### src/rtl/dmem_port_arbiter_pkg.sv
// Shared types and defaults for the dual-lane data-memory port arbiter.
package dmem_port_arbiter_pkg;

    localparam int DEF_AW = 32;
    localparam int DEF_DW = 32;
    localparam int DEF_CW = 16;

    localparam logic LANE_A = 1'b0;
    localparam logic LANE_B = 1'b1;

    typedef enum logic {
        IDLE    = 1'b0,
        SERVE_B = 1'b1
    } arb_state_e;

endpackage

### src/rtl/dmem_port_arbiter_sat_counter.sv
// CW-bit saturating event counter with synchronous active-low clear.
// Latency: count visible the cycle after inc_i; no backpressure.
module sat_counter #(
    parameter int CW = 16
) (
    input  logic          clk,
    input  logic          clr_n_i,
    input  logic          inc_i,
    output logic [CW-1:0] cnt_o
);

    logic [CW-1:0] cnt_q;
    logic [CW-1:0] cnt_d;

    always_comb begin
        cnt_d = cnt_q;
        if (inc_i && (cnt_q != {CW{1'b1}})) begin
            cnt_d = cnt_q + 1'b1;
        end
    end

    always_ff @(posedge clk) begin
        if (!clr_n_i) begin
            cnt_q <= '0;
        end else begin
            cnt_q <= cnt_d;
        end
    end

    assign cnt_o = cnt_q;

endmodule

### src/rtl/dmem_port_arbiter.sv
// Puts lanes A (older) and B onto one memory port; dual requests stall one cycle and go A then B.
// Single access has zero added latency; optional DMEM_ARB_COALESCE_EN merges same-address dual stores.
module dmem_port_arbiter
    import dmem_port_arbiter_pkg::*;
#(
    parameter int AW = DEF_AW,
    parameter int DW = DEF_DW,
    parameter int CW = DEF_CW
) (
    input  logic          clk,
    input  logic          rst,
    input  logic          a_req,
    input  logic          a_we,
    input  logic [AW-1:0] a_addr,
    input  logic [DW-1:0] a_wdata,
    input  logic          b_req,
    input  logic          b_we,
    input  logic [AW-1:0] b_addr,
    input  logic [DW-1:0] b_wdata,
    output logic [DW-1:0] a_rdata,
    output logic [DW-1:0] b_rdata,
    output logic          stall,
    output logic          mem_we,
    output logic [AW-1:0] mem_addr,
    output logic [DW-1:0] mem_wdata,
    input  logic [DW-1:0] mem_rdata,
    output logic [CW-1:0] conflict_cnt
);

    arb_state_e    state_q;
    arb_state_e    state_d;
    logic [DW-1:0] a_rdata_q;
    logic          lane_sel;
    logic          cap_a;
    logic          cnt_inc;
    logic          coalesce;

    // Two stores to one address: only the younger (B) value is architecturally visible.
`ifdef DMEM_ARB_COALESCE_EN
    assign coalesce = a_we & b_we & (a_addr == b_addr);
`else
    assign coalesce = 1'b0;
`endif

    always_comb begin
        state_d  = state_q;
        lane_sel = LANE_A;
        mem_we   = 1'b0;
        stall    = 1'b0;
        a_rdata  = '0;
        b_rdata  = '0;
        cap_a    = 1'b0;
        cnt_inc  = 1'b0;

        case (state_q)
            IDLE: begin
                if (a_req && b_req) begin
                    if (coalesce) begin
                        lane_sel = LANE_B;
                        mem_we   = b_we;
                        b_rdata  = mem_rdata;
                    end else begin
                        lane_sel = LANE_A;
                        mem_we   = a_we;
                        a_rdata  = mem_rdata;
                        stall    = 1'b1;
                        cap_a    = 1'b1;
                        cnt_inc  = 1'b1;
                        state_d  = SERVE_B;
                    end
                end else if (a_req) begin
                    lane_sel = LANE_A;
                    mem_we   = a_we;
                    a_rdata  = mem_rdata;
                end else if (b_req) begin
                    lane_sel = LANE_B;
                    mem_we   = b_we;
                    b_rdata  = mem_rdata;
                end
            end
            SERVE_B: begin
                // Lane inputs are held by the stall, so b_req need not be re-checked.
                lane_sel = LANE_B;
                mem_we   = b_we;
                a_rdata  = a_rdata_q;
                b_rdata  = mem_rdata;
                state_d  = IDLE;
            end
            default: begin
                state_d = IDLE;
            end
        endcase

        if (!rst) begin
            mem_we  = 1'b0;
            stall   = 1'b0;
            a_rdata = '0;
            b_rdata = '0;
            cap_a   = 1'b0;
            cnt_inc = 1'b0;
        end
    end

    assign mem_addr  = (lane_sel == LANE_B) ? b_addr  : a_addr;
    assign mem_wdata = (lane_sel == LANE_B) ? b_wdata : a_wdata;

    always_ff @(posedge clk) begin
        if (!rst) begin
            state_q   <= IDLE;
            a_rdata_q <= '0;
        end else begin
            state_q <= state_d;
            if (cap_a) begin
                a_rdata_q <= mem_rdata;
            end
        end
    end

    sat_counter #(
        .CW (CW)
    ) u_conflict_cnt (
        .clk     (clk),
        .clr_n_i (rst),
        .inc_i   (cnt_inc),
        .cnt_o   (conflict_cnt)
    );

endmodule

### config.mk
export PLATFORM = sky130hd
export DESIGN_NAME = dmem_port_arbiter
export DESIGN_NICKNAME = d
export VERILOG_FILES = /design/src/rtl/dmem_port_arbiter_pkg.sv /design/src/rtl/dmem_port_arbiter_sat_counter.sv /design/src/rtl/dmem_port_arbiter.sv
export SDC_FILE = /design/constraint.sdc
export NUM_CORES = 1
export LEC_CHECK = 0
export ABC_AREA = 1
export BUFFER_PORTS_ARGS = -buffer_cell sky130_fd_sc_hd__buf_4
export CAP_MARGIN = 20
export CORE_AREA = 4 4 120 122
export CTS_BUF_LIST = sky130_fd_sc_hd__clkbuf_4
export DETAILED_ROUTE_END_ITERATION = 12
export DIE_AREA = 0 0 124 126
export PLACE_DENSITY = 0.71
export SLEW_MARGIN = 10
export SYNTH_ARGS = -nofsm -noshare
export SYNTH_HDL_FRONTEND = slang
export SYNTH_SLANG_ARGS = --single-unit
### constraint.sdc
create_clock -name clk -period 1.66 [get_ports clk]
set_input_delay 0.166 -clock clk [delete_from_list [all_inputs] [get_ports clk]]
set_output_delay 0.166 -clock clk [all_outputs]
set_load 0.02 [all_outputs]
* Yosys cells after proc, flatten, opt, wreduce, memory -nomap -nowiden
Cells that the tools add are included.
Cells by class: equal/unequal tests 1, add/sub/neg operators 1, bitwise gates (word level) 1, reductions and logical operators 2, multiplexer cells 24
Operators by type and width (count):
- two-way mux 32 bit | 9
- one-hot mux 32 bit (2 select lines) | 2
- adder 16 x 1 -> 16 bit, second input constant | 1
- inequality test 16 bit, second input constant | 1
- two-way mux 1 bit | 10
- one-hot mux 1 bit (2 select lines) | 3
- logical AND 1 bit | 2
- inverter 1 bit | 1
Word-level totals: logic and storage cells 32, register bits after elaboration 49

* Logic depth before layout (Yosys ltp)
depth in word-level cells 5, gate-level depth with buffers 10, gate-level depth less buffers 9

* Hierarchy
Synthesis repeated with hierarchy kept, for this count alone.
Second synthesis, totals: cells, all modules 615, area total of the unflattened synthesis 3473.3 um^2
By module, submodules not included:
- dmem_port_arbiter | instances 1, seq. area each 660.6 um^2, area an instance 2477.4 um^2, cells each 466
- sat_counter | instances 1, seq. area each 320.3 um^2, area an instance 996.0 um^2, cells each 149

* Least setup slack after synthesis
No wires, ideal clock.
path type reg-to-reg, from register u_conflict_cnt.cnt_q[0] (netlist: u_conflict_cnt.cnt_o[0]), to register u_conflict_cnt.cnt_q[13] (netlist: u_conflict_cnt.cnt_o[13]), setup slack 106 ps, arrival 1439 ps, clock period less this slack 1554 ps, data required time 1545 ps, cell stages (with the launch flop) 8, buffers on the path 1, path through dfxtp_1 ha_1 nand2_2 nor2_4 nand4_2 buf_6 a21oi_1 nor2_1
Between the ends: cells in the longest elaborated chain, start to end 2, elaborated cells on any way between the ends 3, those cells by class 1 x add/sub; 1 x eq/ne; 1 x reduce/logical
Ends and longest elaborated chain:
- from (decl) | line dmem_port_arbiter_sat_counter.sv:12 | logic [CW-1:0] cnt_q;
- from (signal assigned) | line dmem_port_arbiter_sat_counter.sv:26 | cnt_q <= cnt_d;
- parallel branches: the longest is 2 deep, another holds adder 16 x 1 -> 16 bit
Several ways; the timed one is not identified. A chain may end at the register's enable or synchronous reset.

* Worst setup path in the final report
from register state_q, to output port mem_addr[26]
Between the ends: cells in the longest elaborated chain, start to end 3
Ends and longest elaborated chain:
- from (decl) | line dmem_port_arbiter.sv:30 | arb_state_e state_q;
- from (signal assigned) | line dmem_port_arbiter.sv:112 | state_q <= state_d;
- inverter 1 bit
- one-hot mux 1 bit (2 select lines) * | line dmem_port_arbiter.sv:55 | case (state_q)
- two-way mux 32 bit * | line dmem_port_arbiter.sv:104 | assign mem_addr = (lane_sel == LANE_B) ? b_addr : a_addr;
- to (decl) | line dmem_port_arbiter.sv:24 | output logic [AW-1:0] mem_addr,
Mark *: on every way between the ends. The rest lies on a longest branch, timed or not.

==> flow_summary.ini <==
[sta]
relSlewSlack_pct = 73.9
finalCritPeriodShare_pct = 108
drv_slew = 0
skew_ns = 0.0238
hold_viol_final = 0
whs_ns = 0.0744
fmax_ghz = 0.559
rsz0062_at_grt = true
final-setup-viol-count = 126
post-route-min-period_ns = 1.79
setup_slack_ns = -0.128
tightestPinTransition_ns = 0.392

[place]
dp_slack_ns = 0.193
placed_cells = 1089
gp_congestion = 0.945
port_buffers = 311
dp_hpwl_um = 13500
place_area_mm2 = 0.00621

[cells_and_area]
syn_to_final_growth_pct = 104
finish.utilization_pct = 56.5
drive_above_1_share_pct = 51.2
layout.nets = 1105
final_cells = 1116
multi_input_area_mm2 = 0.00273
stdcell_area_mm2 = 0.00745
nFillCells = 1273
regArea_um2 = 985
final_common_cell = buf_4
final_cell_mix = buf_4 (259), nand2_1 (167), nand3_1 (74), buf_6 (62), nand2_2 (55)

[clock_network]
clockRootBuffer = clkbuf_4
tritoncts = yes
numClockSinks = 49
h-tree-depth = 2
cts_buffers = 5
clock_path_buffers = 2
clkTransAtPathRegs_ns = 0.18
clock_latency_ns = 0.38

[floorplan]
std_cell_rows = 42
initial_core_util_pct = 27.7
die_area_mm2 = 0.0156
die_h_um = 126
coreArea_mm2 = 0.0132
dieWidth_um = 124
io_pins = 312

[status]
violations = setup timing
status = finished, violations left

[detailed_routing]
dr_wl_met3_um = 1520
routedLengthMet1_um = 7290
topRoutingLayerUsed = met5
drt_pass1_iterations = 5
detail_route.wl_per_cell_um = 17.2
route.detailed.drc = 0
vias = 5330
viasPerCell = 4.78
drtIter0Drc = 335
wl_um = 19200
ant_nets = 0
met2_length_um = 9910

[pwr]
power_density_mw_per_mm2 = 536
ir_drop_v = 0.000275
p_leak_uw = 0.00374

[yosys]
synth_area_mm2 = 0.00365
syn-instance-count = 631
synth_warnings = 0
synth_nets = 798
synth_edf_count = 0
synth-seq-cells = 49
synth_ff_type = dfxtp_1
synth_async_sr_flop_share_pct = 0
synth_cell_type_count = 28
yosysSeqAreaShare_pct = 26.8
syn_area_per_cell_um2 = 5.79

[setup_path]
cp_top_family = buffers and inverters
worst-r2r-setup-slack_ns = 0.15
arrival_ns = 1.62
required_ns = 1.49
critPathKind = reg2out
crit_chain = a21oi_4 -> buf_12 -> buf_12 -> clkbuf_16 -> nand2_2 -> nand2_2 -> buf_6
cp-end-kind = output port
cp_slowest_cell = dfxtp_4
worstSetupStartpointType = flip-flop
timing.rr.end = u_conflict_cnt.cnt_o[1]
crit_fanout = 8
worst_path_largest_cell_delay_ns = 0.40
r2r-start = state_q
worst-r2r-cell-count = 8
cp_num_buf_inv = 4

[worst_hold_path]
hold_class = in2reg
holdPathEnd = a_rdata_q[20]
hold_depth = 3
holdCritStartpoint = mem_rdata[20]

[global_route]
grt_max_degree = 66
grt_antenna_before_repair = 3
grt_remaining_overflow = 0
grt_pass1_vias = 4902
grt_usage_pct = 21.9
grt_pass1_wl_um = 26900

[flow_run]
max_cap_viol_count = 0
## routing by layer
layer	up-vias	GRT usage, %
met5	-	0
met4	4	5.86
met3	30	6.37
met2	222	37.1
met1	2420	27.0
li1	2654	-
## cell families (layout without fill, tap and decap cells)
group	Yosys count	after routing	synth area share (%)
AO/OA/AOI/OAI	74	74	12.7
buffers and inverters	100	408	11.8
other	0	1	0
adder cells (fa/ha/maj)	1	1	0.342
flip-flops	49	49	26.8
AND/OR/NAND/NOR	407	407	48.2
## layout make-up
type	count	share of cell area [%]
clock buffers	5	0.504
diodes	1	0.0336
multi-input cells	482	36.6
well taps	176	2.95
clock inverters	3	0.588
inverters	52	2.72
repair buffers	348	43.3
flip-flops and latches	49	13.2
## power breakdown
| part | switching, uW | internal [uW] |
|---|---|---|
| logic | 1030 | 961 |
| registers | 22.8 | 1220 |
| clock network | 437 | 321 |
| total | 1490 | 2500 |
## worst max-delay path by stage
stage / start / cells after the start / to / slack, ns
2_1_floorplan: u_conflict_cnt.cnt_o[0] / 7 / u_conflict_cnt.cnt_o[13] / 0.11
3_3_place_gp: state_q / 5 / mem_addr[3] / 0.20
3_5_place_dp: state_q / 5 / mem_addr[3] / 0.19
4_1_cts: state_q / 7 / mem_we / -0.14
5_1_grt: state_q / 7 / mem_wdata[11] / -0.19
6_report: state_q / 7 / mem_addr[26] / -0.13
## synth_stat cells (7+ instances only)
master,instances,area (um2)
nand2_1,240,901
nand3_1,75,375
dfxtp_1,49,981
inv_1,47,176
nor2_1,43,161
o31ai_1,32,240
nor3_1,31,155
o21ai_0,25,125
buf_2,19,95.1
clkbuf_1,15,56.3
a21oi_1,9,45.0
buf_1,7,26.3
## metrics by stage
step	setup TNS, ns	power (uW)
3_5_place_dp	0	2800
3_3_place_gp	0	2800
2_1_floorplan	0	1990
6_report	-8.79	3990
5_1_grt	-18.27	4190
4_1_cts	-9.47	3810
## flip-flops by register name, indices dropped and copies added, names as in the netlist
register and count:
u_conflict_cnt.cnt_o 16, state_q 1, a_rdata_q 32
## worst reg2reg max path, cell delays in order (launching register included)
cell and delay, ns:
dfxtp_4 0.40, buf_4 0.15, nor2_2 0.14, nand2_2 0.14
buf_12 0.20, nor2_2 0.21, nand2_1 0.07, nand2_1 0.06
nor2_1 0.04
## what timing repair did
action,CTS,global route
endpoints found under the hold margin,1,0
resized for setup,93,114
hold buffers,1,0
endpoints found under the setup margin,129,129
cloned,5,8
pin swaps,10,33
buffers inserted,4,0
No activity file was read; power rests on OpenSTA's default activity.
